==> src/rtl/seq_alu.sv <==
// -----------------------------------------------------------------------------
// seq_alu
//
// ALU stage that sits directly after the ALU control decoder. Most operations
// finish in one cycle. MUL runs on an iterative shift-add multiplier that takes
// exactly WIDTH cycles. While it runs, busy is high so the multicycle
// controller can stall.
//
// Ports
//   clk         rising-edge clock
//   rst_n       asynchronous active-low reset
//   start       operation request; only taken when busy is low
//   alucontrol  4-bit operation code
//   a, b        operands (rs, rt/immediate)
//   shamt       shift amount for SLL/SRL
//   result      registered result, held until the next completion
//   zero        registered, 1 iff result == 0
//   busy        high while a MUL is iterating
//   done        one-cycle pulse on the cycle after result/zero update
// -----------------------------------------------------------------------------
module seq_alu #(
    parameter int WIDTH = 32,
    parameter int SHW   = 5
) (
    input  logic             clk,
    input  logic             rst_n,
    input  logic             start,
    input  logic [3:0]       alucontrol,
    input  logic [WIDTH-1:0] a,
    input  logic [WIDTH-1:0] b,
    input  logic [SHW-1:0]   shamt,
    output logic [WIDTH-1:0] result,
    output logic             zero,
    output logic             busy,
    output logic             done
);

    localparam int CW = $clog2(WIDTH);
    localparam logic [CW-1:0] CNT_LAST = CW'(WIDTH - 1);

    localparam logic [3:0] OP_AND  = 4'b0000;
    localparam logic [3:0] OP_OR   = 4'b0001;
    localparam logic [3:0] OP_ADD  = 4'b0010;
    localparam logic [3:0] OP_SLL  = 4'b0011;
    localparam logic [3:0] OP_SLTU = 4'b0100;
    localparam logic [3:0] OP_SUB  = 4'b0110;
    localparam logic [3:0] OP_SLT  = 4'b0111;
    localparam logic [3:0] OP_SRL  = 4'b1011;
    localparam logic [3:0] OP_NOR  = 4'b1100;
    localparam logic [3:0] OP_MUL  = 4'b1111;

    typedef enum logic [1:0] {
        S_IDLE = 2'd0,
        S_MUL  = 2'd1,
        S_DONE = 2'd2
    } state_t;

    state_t           r_state;
    logic [WIDTH-1:0] r_result;
    logic             r_zero;
    logic             r_busy;
    logic             r_done;

    // Multiplier working registers
    logic [WIDTH-1:0] r_acc;
    logic [WIDTH-1:0] r_mcand;
    logic [WIDTH-1:0] r_mplier;
    logic [CW-1:0]    r_cnt;

    logic [WIDTH-1:0] w_alu_res;
    logic [WIDTH-1:0] w_acc_next;
    logic             w_is_mul;
    logic             w_slt;
    logic             w_sltu;

    assign w_slt  = $signed(a) < $signed(b);
    assign w_sltu = a < b;

    // Single-cycle datapath. An unknown or unused code gives 0. Because of
    // that, a garbage code still completes cleanly with zero=1.
    always_comb begin
        w_alu_res = '0;
        case (alucontrol)
            OP_ADD:  w_alu_res = a + b;
            OP_SUB:  w_alu_res = a - b;
            OP_AND:  w_alu_res = a & b;
            OP_OR:   w_alu_res = a | b;
            OP_NOR:  w_alu_res = ~(a | b);
            OP_SLT:  w_alu_res = {{(WIDTH-1){1'b0}}, w_slt};
            OP_SLTU: w_alu_res = {{(WIDTH-1){1'b0}}, w_sltu};
            OP_SLL:  w_alu_res = b << shamt;
            OP_SRL:  w_alu_res = b >> shamt;
            default: w_alu_res = '0;
        endcase
    end

    // A code containing X does not match, so it falls through to the
    // single-cycle path and never starts the multiplier.
    assign w_is_mul = (alucontrol == OP_MUL);

    // One shift-add step. The low WIDTH bits of the product do not depend on
    // whether the operands are signed, so no sign handling is needed.
    assign w_acc_next = r_mplier[0] ? (r_acc + r_mcand) : r_acc;

    always_ff @(posedge clk or negedge rst_n) begin
        if (!rst_n) begin
            r_state  <= S_IDLE;
            r_result <= '0;
            r_zero   <= 1'b1;
            r_busy   <= 1'b0;
            r_done   <= 1'b0;
            r_acc    <= '0;
            r_mcand  <= '0;
            r_mplier <= '0;
            r_cnt    <= '0;
        end else begin
            r_done <= 1'b0;
            case (r_state)
                // DONE accepts a new request the same way IDLE does. This lets
                // back-to-back operations run without a bubble cycle.
                S_IDLE, S_DONE: begin
                    if (start) begin
                        if (w_is_mul) begin
                            r_acc    <= '0;
                            r_mcand  <= a;
                            r_mplier <= b;
                            r_cnt    <= '0;
                            r_busy   <= 1'b1;
                            r_state  <= S_MUL;
                        end else begin
                            r_result <= w_alu_res;
                            r_zero   <= (w_alu_res == '0);
                            r_done   <= 1'b1;
                            r_state  <= S_DONE;
                        end
                    end else begin
                        r_state <= S_IDLE;
                    end
                end

                // start is ignored here. The operands were captured at the
                // start edge, so later input changes have no effect.
                S_MUL: begin
                    r_acc    <= w_acc_next;
                    r_mcand  <= r_mcand << 1;
                    r_mplier <= r_mplier >> 1;
                    r_cnt    <= r_cnt + 1'b1;
                    if (r_cnt == CNT_LAST) begin
                        r_result <= w_acc_next;
                        r_zero   <= (w_acc_next == '0);
                        r_busy   <= 1'b0;
                        r_done   <= 1'b1;
                        r_state  <= S_DONE;
                    end
                end

                default: begin
                    r_state <= S_IDLE;
                    r_busy  <= 1'b0;
                end
            endcase
        end
    end

    assign result = r_result;
    assign zero   = r_zero;
    assign busy   = r_busy;
    assign done   = r_done;

endmodule

==> config.mk <==
export PLATFORM = sky130hd
export DESIGN_NAME = seq_alu
export DESIGN_NICKNAME = d
export VERILOG_FILES = /design/src/rtl/seq_alu.sv
export SDC_FILE = /design/constraint.sdc
export NUM_CORES = 1
export LEC_CHECK = 0
export BUFFER_PORTS_ARGS = -buffer_cell sky130_fd_sc_hd__buf_2
export CORE_MARGIN = 5
export CORE_UTILIZATION = 34
export CTS_BUF_LIST = sky130_fd_sc_hd__clkbuf_4 sky130_fd_sc_hd__clkbuf_8
export DETAILED_ROUTE_END_ITERATION = 10
export MAX_ROUTING_LAYER = met4
export PLACE_DENSITY_LB_ADDON = 0.2
export SLEW_MARGIN = 25
export SYNTH_ARGS = -nofsm -noshare
export SYNTH_HDL_FRONTEND = slang
export SYNTH_SLANG_ARGS = --single-unit
==> constraint.sdc <==
create_clock -name clk -period 4.1 [get_ports clk]
set_input_delay 0.615 -clock clk [delete_from_list [all_inputs] [get_ports clk]]
set_output_delay 0.615 -clock clk [all_outputs]
set_load 0.005 [all_outputs]
==> flow_summary.json <==
{
  "outcome": "complete, no violations",
  "core_um2": 51200,
  "grt_usage_pct": 33.12,
  "synthesis.area_um2": 17560,
  "power_density_nw_per_um2": 393.1,
  "startpoint_type": "primary input",
  "cap_violations": 0,
  "slowest_delay_ns": 0.62,
  "vias": 21390,
  "endpoint_kind": "flip-flop",
  "drtIter0Drc": 1981,
  "path_cells": "buf_2 -> inv_1 -> ha_1 -> buf_4 -> o211a_1 -> a211o_1 -> a21oi_1 -> xnor2_1 -> nor2_1 -> or4_1 -> or4_1 -> or4_4 -> nor4_2 -> nand2_1 -> nand2_1",
  "yosysUniqueCellTypes": 96,
  "setup_slack_ns": 0.02482,
  "initial_utilization_pct": 34.30,
  "fp.dieArea_um2": 56290,
  "drt-vias-per-instance": 5.792,
  "cp.arrival_ns": 4.57,
  "yosysWarnings": 0,
  "ys_ff_latch": 138,
  "cts_root_buffer": "clkbuf_8",
  "syn_nets": 2599,
  "peakVddDrop_mv": 0.2193,
  "hpwl_um": 78480,
  "clock.fmax_mhz": 245.4,
  "wl_met3_um": 5418,
  "slowest_stage": "or4_1",
  "final_max_slew_viol_count": 0,
  "final-hold-violation-count": 0,
  "cts_tree": "done",
  "cp_max_fo": 4,
  "route.met2.wl_um": 43390,
  "slew_headroom_pct": 34.38,
  "path_clk_slew_ns": 0.10,
  "final_nets": 3206,
  "postLayoutCoreUtil_pct": 46.85,
  "finalClockSkew_ns": 0.02645,
  "place_congestion": 1.028,
  "clk_path_buf_depth": 2,
  "multi_input_area_um2": 13050,
  "highest_layer": "met4",
  "area_growth_pct": 36.60,
  "syn_inst": 2391,
  "period_minus_slack_ns": 4.075,
  "place.port_buffers": 110,
  "die_y_um": 237.3,
  "rows": 83,
  "first_pass_iters": 7,
  "finalCritPeriodShare_pct": 99.39,
  "place_area_um2": 23360,
  "wirelength_um": 94050,
  "hold_path_class": "in2reg",
  "grt_pass1_wl_um": 136800,
  "cts_buffers": 17,
  "cts_sinks": 138,
  "synth_edf_count": 0,
  "final-seq-area_um2": 3456,
  "ant_nets": 0,
  "leakage_nw": 11.35,
  "drive_above_1_share_pct": 30.89,
  "io_pins": 111,
  "postLayoutCellArea_um2": 23990,
  "tightest_slew_ns": 0.9753,
  "async_flop_share_pct": 100.0,
  "wl_per_cell_um": 25.47,
  "finalSetupViolCount": 0,
  "m1WireLength_um": 41730,
  "worstSkewPairLatency_ns": 0.56,
  "die_w_um": 237.3,
  "synth_area_per_cell_um2": 7.344,
  "ys.flop_type": "dfrtp_1",
  "fillers": 5281,
  "grt_pass1_vias": 20650,
  "cp.required_ns": 4.60,
  "antenna_found_initial": 3,
  "rsz0062_at_grt": "true",
  "seq_area_frac_synth_pct": 19.67,
  "critPathKind": "in2reg",
  "cts_max_level": 4,
  "overflow": 0,
  "dp_slack_ns": -0.7478,
  "grt_max_degree": 94,
  "drc": 0
}
[flip-flops by register name, summed over array words and instances (netlist names)]
signal	cells
done	1
busy	1
r_acc	32
r_state	2
zero	1
r_cnt	5
result	32
r_mplier	32
r_mcand	32
[layout make-up]
class | count | area share [%]
Tap cell | 680 | 3.547
Antenna cell | 2 | 0.02086
Inverter | 117 | 1.831
Sequential cell | 138 | 14.41
Multi-Input combinational cell | 1954 | 54.41
Timing Repair Buffer | 770 | 24.12
Clock buffer | 17 | 0.9754
Clock inverter | 15 | 0.6833
[critical path: cells and delay by family]
kind                       cells  cell delay (ns)
xor gates and xnor gates       1             0.13
AOI/OAI and AO/OA              3             0.84
buffers and inverters          3             0.44
adders and majority gates      1             0.37
and+or+nand+nor                7             2.19
[path summary, 6_finish.rpt]
check,depth (start not counted),endpoint,slack [ns],start
max,15,zero,0.02,b[2]
max reg2reg,14,zero,0.15,r_mcand[0]
min reg2reg,2,result[17],0.49,result[17]
max in group asynchronous,3,zero,2.91,rst_n
min in group asynchronous,2,r_mcand[0],0.48,rst_n
min,3,r_mplier[14],0.36,b[14]
[synth_stat cells, types with 7 or more instances]
cell type | instances | area share, %
a211o_1 | 14 | 0.70
a211oi_1 | 30 | 1.3
nor2_1 | 274 | 5.9
o2111ai_1 | 8 | 0.40
nand2_1 | 337 | 7.2
and2_1 | 15 | 0.53
xnor2_1 | 23 | 1.1
nand4_1 | 22 | 0.78
mux4_2 | 32 | 4.1
mux2i_1 | 88 | 5.0
buf_1 | 17 | 0.36
or3_1 | 8 | 0.29
nor3_1 | 25 | 0.71
xor2_1 | 16 | 0.80
buf_4 | 11 | 0.47
ha_1 | 129 | 9.2
o221a_2 | 8 | 0.51
o211ai_1 | 36 | 1.5
a2111oi_0 | 7 | 0.35
o21ai_0 | 143 | 4.1
nor2b_1 | 16 | 0.57
and3_1 | 13 | 0.46
nor4_1 | 14 | 0.50
a221oi_1 | 17 | 0.85
inv_1 | 112 | 2.4
a221o_1 | 7 | 0.40
or2_2 | 9 | 0.32
nand2b_1 | 23 | 0.82
a21boi_0 | 7 | 0.30
nand3_1 | 72 | 2.1
dfrtp_1 | 137 | 20
o22ai_1 | 39 | 1.4
o221ai_1 | 15 | 0.75
a31oi_1 | 92 | 3.3
clkbuf_1 | 114 | 2.4
o31ai_1 | 14 | 0.60
a21oi_1 | 186 | 5.3
a22oi_1 | 27 | 1.2
o21bai_1 | 8 | 0.34
o21a_1 | 14 | 0.60
buf_2 | 34 | 0.97
mux2_2 | 22 | 1.4
a21o_1 | 22 | 0.94
[metrics by stage]
| stage | power (mW) | cells | hold slack, ns | setup TNS (ns) |
|---|---|---|---|---|
| floorplan | 5.575 | 2391 | 0.3194 | 0 |
| global placement | 7.956 | 3656 | 0.4562 | -1.867 |
| detailed placement | 8.034 | 3656 | 0.4684 | -2.383 |
| CTS | 9.363 | 3688 | 0.1184 | 0 |
| global route | 10.07 | 3693 | 0.3530 | -0.004291 |
| finish | 9.431 | 3693 | 0.3640 | 0 |
[metal layers]
metal	vias to the layer above	global-route usage, %
li1	9992	-
met1	10420	44.21
met2	825	53.15
met3	152	3.434
met4	0	10.48
met5	-	-
[placed cells by master (no fill, tap or decap), types with 89 or more instances in the layout]
cell and n:
a21oi_1 184, dfrtp_1 136, inv_1 112, buf_2 106, ha_1 127, nor2_1 272
a31oi_1 89, buf_4 642, o21ai_0 142, nand2_1 337
[where the power goes]
group | switching, mW | internal (mW) | leakage, nW
Combinational | 3.36 | 2.60 | 9.50
Clock | 0.711 | 0.549 | 0.203
Sequential | 0.391 | 1.82 | 1.65
Total | 4.46 | 4.97 | 11.4
[logic make-up after synthesis]
logic type	share of synthesized area, %
buffers and inverters	7.175
XOR/XNOR	1.945
AND/OR/NAND/NOR	21.93
AO/OA/AOI/OAI	28.91
flip-flops	19.67
adder cells (fa/ha/maj)	9.533
multiplexers	10.83
[repair_timing]
action	CTS	global route
endpoints found under the setup margin	1	1
resized for setup	14	17
pin swaps	2	4
gates cloned	0	0
hold endpoints to repair	0	19
setup buffers	0	0
hold buffers	0	1
Power figures use the tool's default switching activity.
